--- config.mk ---
export PLATFORM = sky130hd
export DESIGN_NAME = fetch_unit
export DESIGN_NICKNAME = d
export VERILOG_FILES = /design/src/rtl/lc3b_pkg.sv /design/src/rtl/fetch_timer.sv /design/src/rtl/fetch_unit.sv
export SDC_FILE = /design/constraint.sdc
export NUM_CORES = 1
export LEC_CHECK = 0
export CAP_MARGIN = 25
export CORE_AREA = 5 5 99 101
export CTS_CLUSTER_SIZE = 20
export DETAILED_ROUTE_END_ITERATION = 16
export DIE_AREA = 0 0 104 106
export GPL_TIMING_DRIVEN = 0
export PLACE_DENSITY = 0.63
export SYNTH_ARGS = -nofsm -noshare
export SYNTH_HDL_FRONTEND = slang
export SYNTH_SLANG_ARGS = --single-unit
export TNS_END_PERCENT = 100
--- constraint.sdc ---
create_clock -name clock_50 -period 2.45 [get_ports clock_50]
set_input_delay 0.3675 -clock clock_50 [delete_from_list [all_inputs] [get_ports clock_50]]
set_output_delay 0.3675 -clock clock_50 [all_outputs]
set_load 0.01 [all_outputs]
--- src/rtl/lc3b_pkg.sv ---
// Shared definitions for the LC-3b style fetch path.
//   WORD_W           - datapath word width
//   PC_STEP          - PC increment per fetched instruction (bytes)
//   PC_RESET_DEFAULT - default PC after reset
//   fetch_state_e    - fetch sequencer states
package lc3b_pkg;

  localparam int unsigned WORD_W  = 16;
  localparam int unsigned PC_STEP = 2;

  localparam logic [WORD_W-1:0] PC_RESET_DEFAULT = 16'h0000;

  typedef enum logic [1:0] {
    StIdle,
    StMar,
    StRead,
    StIrld
  } fetch_state_e;

endpackage

--- src/rtl/fetch_timer.sv ---
// Memory-wait counter for the fetch sequencer.
//   clk_i     - clock
//   rst_ni    - asynchronous active-low reset
//   clr_i     - clear the counter (has priority over inc_i)
//   inc_i     - increment the counter
//   expired_o - counter has reached Timeout-1 (last allowed wait cycle)
module fetch_timer #(
  parameter int unsigned Timeout = 15
) (
  input  logic clk_i,
  input  logic rst_ni,
  input  logic clr_i,
  input  logic inc_i,
  output logic expired_o
);

  logic [7:0] cnt_q, cnt_d;

  always_comb begin
    cnt_d = cnt_q;
    if (clr_i) begin
      cnt_d = 8'd0;
    end else if (inc_i) begin
      cnt_d = cnt_q + 8'd1;
    end
  end

  always_ff @(posedge clk_i or negedge rst_ni) begin
    if (!rst_ni) begin
      cnt_q <= 8'd0;
    end else begin
      cnt_q <= cnt_d;
    end
  end

  assign expired_o = (cnt_q == 8'(Timeout - 1));

endmodule

--- src/rtl/fetch_unit.sv ---
// Instruction-fetch sequencer feeding the instruction register.
// Sequence: IDLE -> MAR (latch PC into MAR) -> READ (wait for mem_r, capture MDR,
// PC += 2) -> IRLD (pulse ld_ir/done) -> IDLE. A READ that sees no mem_r for
// MEM_TIMEOUT cycles aborts back to IDLE and pulses timeout_err one cycle later.
//   clock_50    - clock
//   reset_n     - asynchronous active-low reset
//   start       - fetch request (IDLE only)
//   ld_pc       - load PC from pc_in (IDLE only, bit 0 forced to 0)
//   pc_in       - branch/jump target
//   mem_addr    - MAR contents
//   mem_en      - memory read enable (READ state)
//   mem_r       - memory ready, data valid same cycle
//   mem_data    - memory read data
//   ir_data     - MDR contents, to IR data input
//   ld_ir       - IR load enable (IRLD state)
//   pc          - current PC
//   busy        - not IDLE
//   done        - coincident with ld_ir
//   timeout_err - one-cycle pulse after an aborted fetch
module fetch_unit
  import lc3b_pkg::*;
#(
  parameter int unsigned            DATA_W      = WORD_W,
  parameter logic [DATA_W-1:0]      PC_RESET    = PC_RESET_DEFAULT,
  parameter int unsigned            MEM_TIMEOUT = 15
) (
  input  logic              clock_50,
  input  logic              reset_n,
  input  logic              start,
  input  logic              ld_pc,
  input  logic [DATA_W-1:0] pc_in,
  output logic [DATA_W-1:0] mem_addr,
  output logic              mem_en,
  input  logic              mem_r,
  input  logic [DATA_W-1:0] mem_data,
  output logic [DATA_W-1:0] ir_data,
  output logic              ld_ir,
  output logic [DATA_W-1:0] pc,
  output logic              busy,
  output logic              done,
  output logic              timeout_err
);

  fetch_state_e      state_q, state_d;
  logic [DATA_W-1:0] pc_q, pc_d;
  logic [DATA_W-1:0] mar_q, mar_d;
  logic [DATA_W-1:0] mdr_q, mdr_d;
  logic              timeout_q, abort;
  logic              timer_clr, timer_inc, timer_expired;

  // PC is always halfword aligned; the target's LSB is dropped.
  logic unused_pc_in_lsb;
  assign unused_pc_in_lsb = pc_in[0];

  fetch_timer #(
    .Timeout (MEM_TIMEOUT)
  ) u_fetch_timer (
    .clk_i     (clock_50),
    .rst_ni    (reset_n),
    .clr_i     (timer_clr),
    .inc_i     (timer_inc),
    .expired_o (timer_expired)
  );

  always_comb begin
    state_d   = state_q;
    pc_d      = pc_q;
    mar_d     = mar_q;
    mdr_d     = mdr_q;
    timer_clr = 1'b0;
    timer_inc = 1'b0;
    abort     = 1'b0;
    unique case (state_q)
      StIdle: begin
        // A simultaneous ld_pc/start fetches from the new PC: MAR reads pc_q
        // one cycle later, after the load has landed.
        if (ld_pc) begin
          pc_d = {pc_in[DATA_W-1:1], 1'b0};
        end
        if (start) begin
          state_d = StMar;
        end
      end
      StMar: begin
        mar_d     = pc_q;
        timer_clr = 1'b1;
        state_d   = StRead;
      end
      StRead: begin
        // Ready wins over expiry so the last allowed cycle still succeeds.
        if (mem_r) begin
          mdr_d   = mem_data;
          pc_d    = pc_q + DATA_W'(PC_STEP);
          state_d = StIrld;
        end else if (timer_expired) begin
          abort   = 1'b1;
          state_d = StIdle;
        end else begin
          timer_inc = 1'b1;
        end
      end
      StIrld: begin
        state_d = StIdle;
      end
      default: begin
        state_d = StIdle;
      end
    endcase
  end

  always_ff @(posedge clock_50 or negedge reset_n) begin
    if (!reset_n) begin
      state_q   <= StIdle;
      pc_q      <= PC_RESET;
      mar_q     <= '0;
      mdr_q     <= '0;
      timeout_q <= 1'b0;
    end else begin
      state_q   <= state_d;
      pc_q      <= pc_d;
      mar_q     <= mar_d;
      mdr_q     <= mdr_d;
      timeout_q <= abort;
    end
  end

  assign mem_addr    = mar_q;
  assign ir_data     = mdr_q;
  assign pc          = pc_q;
  assign mem_en      = (state_q == StRead);
  assign ld_ir       = (state_q == StIrld);
  assign done        = (state_q == StIrld);
  assign busy        = (state_q != StIdle);
  assign timeout_err = timeout_q;

endmodule

==> flow_summary.yaml <==
sta:
  relSlewSlack: 0.566
  period_share: 0.947
  worstMarginPinSlew_ns: 0.649
  fmax_mhz: 431
  period_needed_ns: 2.32
  hold_viol: 0
  rsz0062_at_grt: "false"
  slew_viol_final: 0
  setup_viol: 0
  finalClockSkew_ns: 0.00950
power_and_ir_drop:
  cellLeakagePower_nw: 1.67
  p_per_area_mw_per_mm2: 1310
  peakVddDrop_mv: 0.579
synthesis:
  ys_seq_area_frac: 0.522
  synth.most_common_cell: "dfrtp_1"
  netlist.top_cell.by_area: "dfrtp_1"
  synth_ff_type: "dfrtp_1"
  syn_area_per_cell_sq_um: 9.79
  ys_seq_elements: 57
  ys_types: 42
  synthCells: 279
  synthArstFlopShare: 1.00
  yosysWarningCount: 0
  synth.area.top_cells: "dfrtp_1, nand2_1, mux2_2"
  yosysTopAreaCellShare: 0.522
  synth-edff-count: 0
  synth_common_cells: "dfrtp_1, nand2_1, nand3_1"
  syn_area_sq_mm: 0.00273
die:
  core-area_sq_mm: 0.00893
  rows: 35
  die-area_sq_mm: 0.0110
  die_h_um: 106
  io_pins: 90
  die_w_um: 104
  initial_utilization: 0.306
critical_path:
  required_ns: 2.08
  critPathBufInv: 5
  r2r_cells: 4
  path_delay_family: "buffers and inverters"
  r2r_setup_slack_ns: 0.63
  crit_path_frequent_cell: "buf_6"
  path_cells: "buf_6 > nand2b_4 > buf_6 > clkinv_1 > buf_2 > clkdlybuf4s50_1"
  reg2reg_to: "pc[13]$_DFFE_PN0P_"
  crit_type: "reg -> out"
  reg2reg_from: "pc[9]$_DFFE_PN0P_"
  crit_path_end_kind: "output port"
  arrival_ns: 1.95
  cp_num_cells: 6
  slowest_delay_ns: 0.58
  worstPathMaxFanout: 10
  worst_setup_path_start_kind: "flip-flop"
  crit_slowest_cell: "clkdlybuf4s50_1"
worst_hold_path:
  min_path_type: "in -> async"
cells_and_area:
  final_nets: 418
  final-instance-count-excl-fill: 494
  drive_gt1_frac: 0.133
  area_growth_syn_to_layout_pct: 44.8
  fin_util: 0.443
  diodes: 0
cts:
  tritoncts: "yes"
  htreeDepth: 3
  cts_sinks: 57
  cts_setup_buffers: 0
  cts_buffer_depth: 2
  cts_buffers: 9
  cts_hold_buf: 0
  cts_root_buffer: "clkbuf_8"
  ctsResizeCount: 0
  path_clk_slew_ns: 0.07
  clock_latency_ns: 0.32
place:
  place_hpwl_mm: 5.63
  place_inst: 478
  io_buffers: 86
  place.gp.congestion: 0.874
route:
  drc: 0
  wirelength_mm: 7.56
  ant_nets: 0
  vias: 2400
  drtPass1Iterations: 4
  vias_per_cell: 4.86
  wl_per_cell_um: 15.3
  drt_iter0_drc: 169
run:
  drv_cap: 0
global_route:
  grtUsageTotal: 0.139
  antenna_found_initial: 0
  grt_max_degree: 34
  grt_pass1_vias: 2426
  overflow: 0
  grt_pass1_wl_mm: 12.4
run_status:
  status: "finished, final reports clean"
## area by class of cell
cell class                 count  area, sq um
timing repair buffer          87          876
clock buffer                  12          155
tap                          111          139
fill                         889         4980
clock inverter                 4         51.3
buffer                        19          106
sequential                    57         1430
inverter                       8         30.0
multi-input combinational    196         1170
## power by group
part	switching, W	internal (W)
clock network	0.000373	0.000526
logic	0.00125	0.00133
registers	0.000358	0.00136
## how the worst max path moves through the flow
stage                                 from                endpoint  slack (ns)
floorplan                pc[3]$_DFFE_PN0P_      pc[12]$_DFFE_PN0P_        0.85
global placement                   reset_n  ir_data[1]$_DFFE_PN0P_       -0.87
detailed placement                   mem_r      pc[15]$_DFFE_PN0P_        0.15
CTS                 state_q[1]$_DFFE_PN0P_                  mem_en        0.10
global route        state_q[1]$_DFFE_PN0P_                  mem_en        0.05
finish              state_q[1]$_DFFE_PN0P_                  mem_en        0.13
## routing by layer
| layer | global-route usage | routed length, um | up-vias |
|---|---|---|---|
| met2 | 0.210 | 3480 | 75 |
| met3 | 0.0504 | 599 | 7 |
| met5 | 0 | 0 | - |
| met1 | 0.184 | 3430 | 1143 |
| met4 | 0.0444 | 52 | 0 |
| li1 | - | - | 1175 |
## state kept, by name, indices dropped and copies added (netlist names)
signal,cells
state_q,2
ir_data,16
mem_addr,15
timeout_err,1
u_fetch_timer.cnt_q,8
pc,15
## layout by cell type (no fill, tap or decap), types with 2 or more instances in the layout
cell type,instances
clkdlybuf4s50_1,85
dfrtp_1,57
nand2_1,55
nand3_1,18
mux2_2,17
a21oi_1,16
nor2_1,14
o21ai_0,12
clkbuf_8,11
clkbuf_1,8
buf_2,7
inv_1,7
nor4_1,7
nor3_1,5
mux2i_1,4
o31ai_1,4
o22ai_1,4
a2bb2oi_1,4
nand4_1,3
o41ai_1,3
and2_1,3
ha_1,3
buf_4,3
buf_6,2
or2_2,2
or4_1,2
and3_1,2
xnor2_1,2
o211ai_1,2
conb_1,2
## worst reg2reg max path, cell delays in order (launching register included)
cell	delay, ns
dfrtp_1	0.47
nand3_1	0.26
nor4_1	0.43
mux2_2	0.38
a211oi_1	0.20
## cell families after synthesis
logic type / share of synthesized area
compound gates: 0.114
flops: 0.522
simple gates: 0.208
buf+inv: 0.0499
other cells: 0.00137
xor+xnor: 0.00641
mux: 0.0847
fa+ha+maj: 0.0137
## through the flow
stage / hold slack (ns) / setup TNS, ns / total power, W / setup slack [ns] / area (sq um)
floorplan: 0.0719 / 0 / 0.00304 / 0.849 / 2740
global placement: 0.462 / -49.56 / 0.00429 / -0.872 / 3730
detailed placement: 0.408 / 0 / 0.00434 / 0.145 / 3750
CTS: 0.0477 / 0 / 0.00527 / 0.105 / 3960
global route: 0.0856 / 0 / 0.00559 / 0.0483 / 3960
finish: 0.0482 / 0 / 0.00520 / 0.131 / 3960
Note: power is estimated with default switching activity, not from simulation.
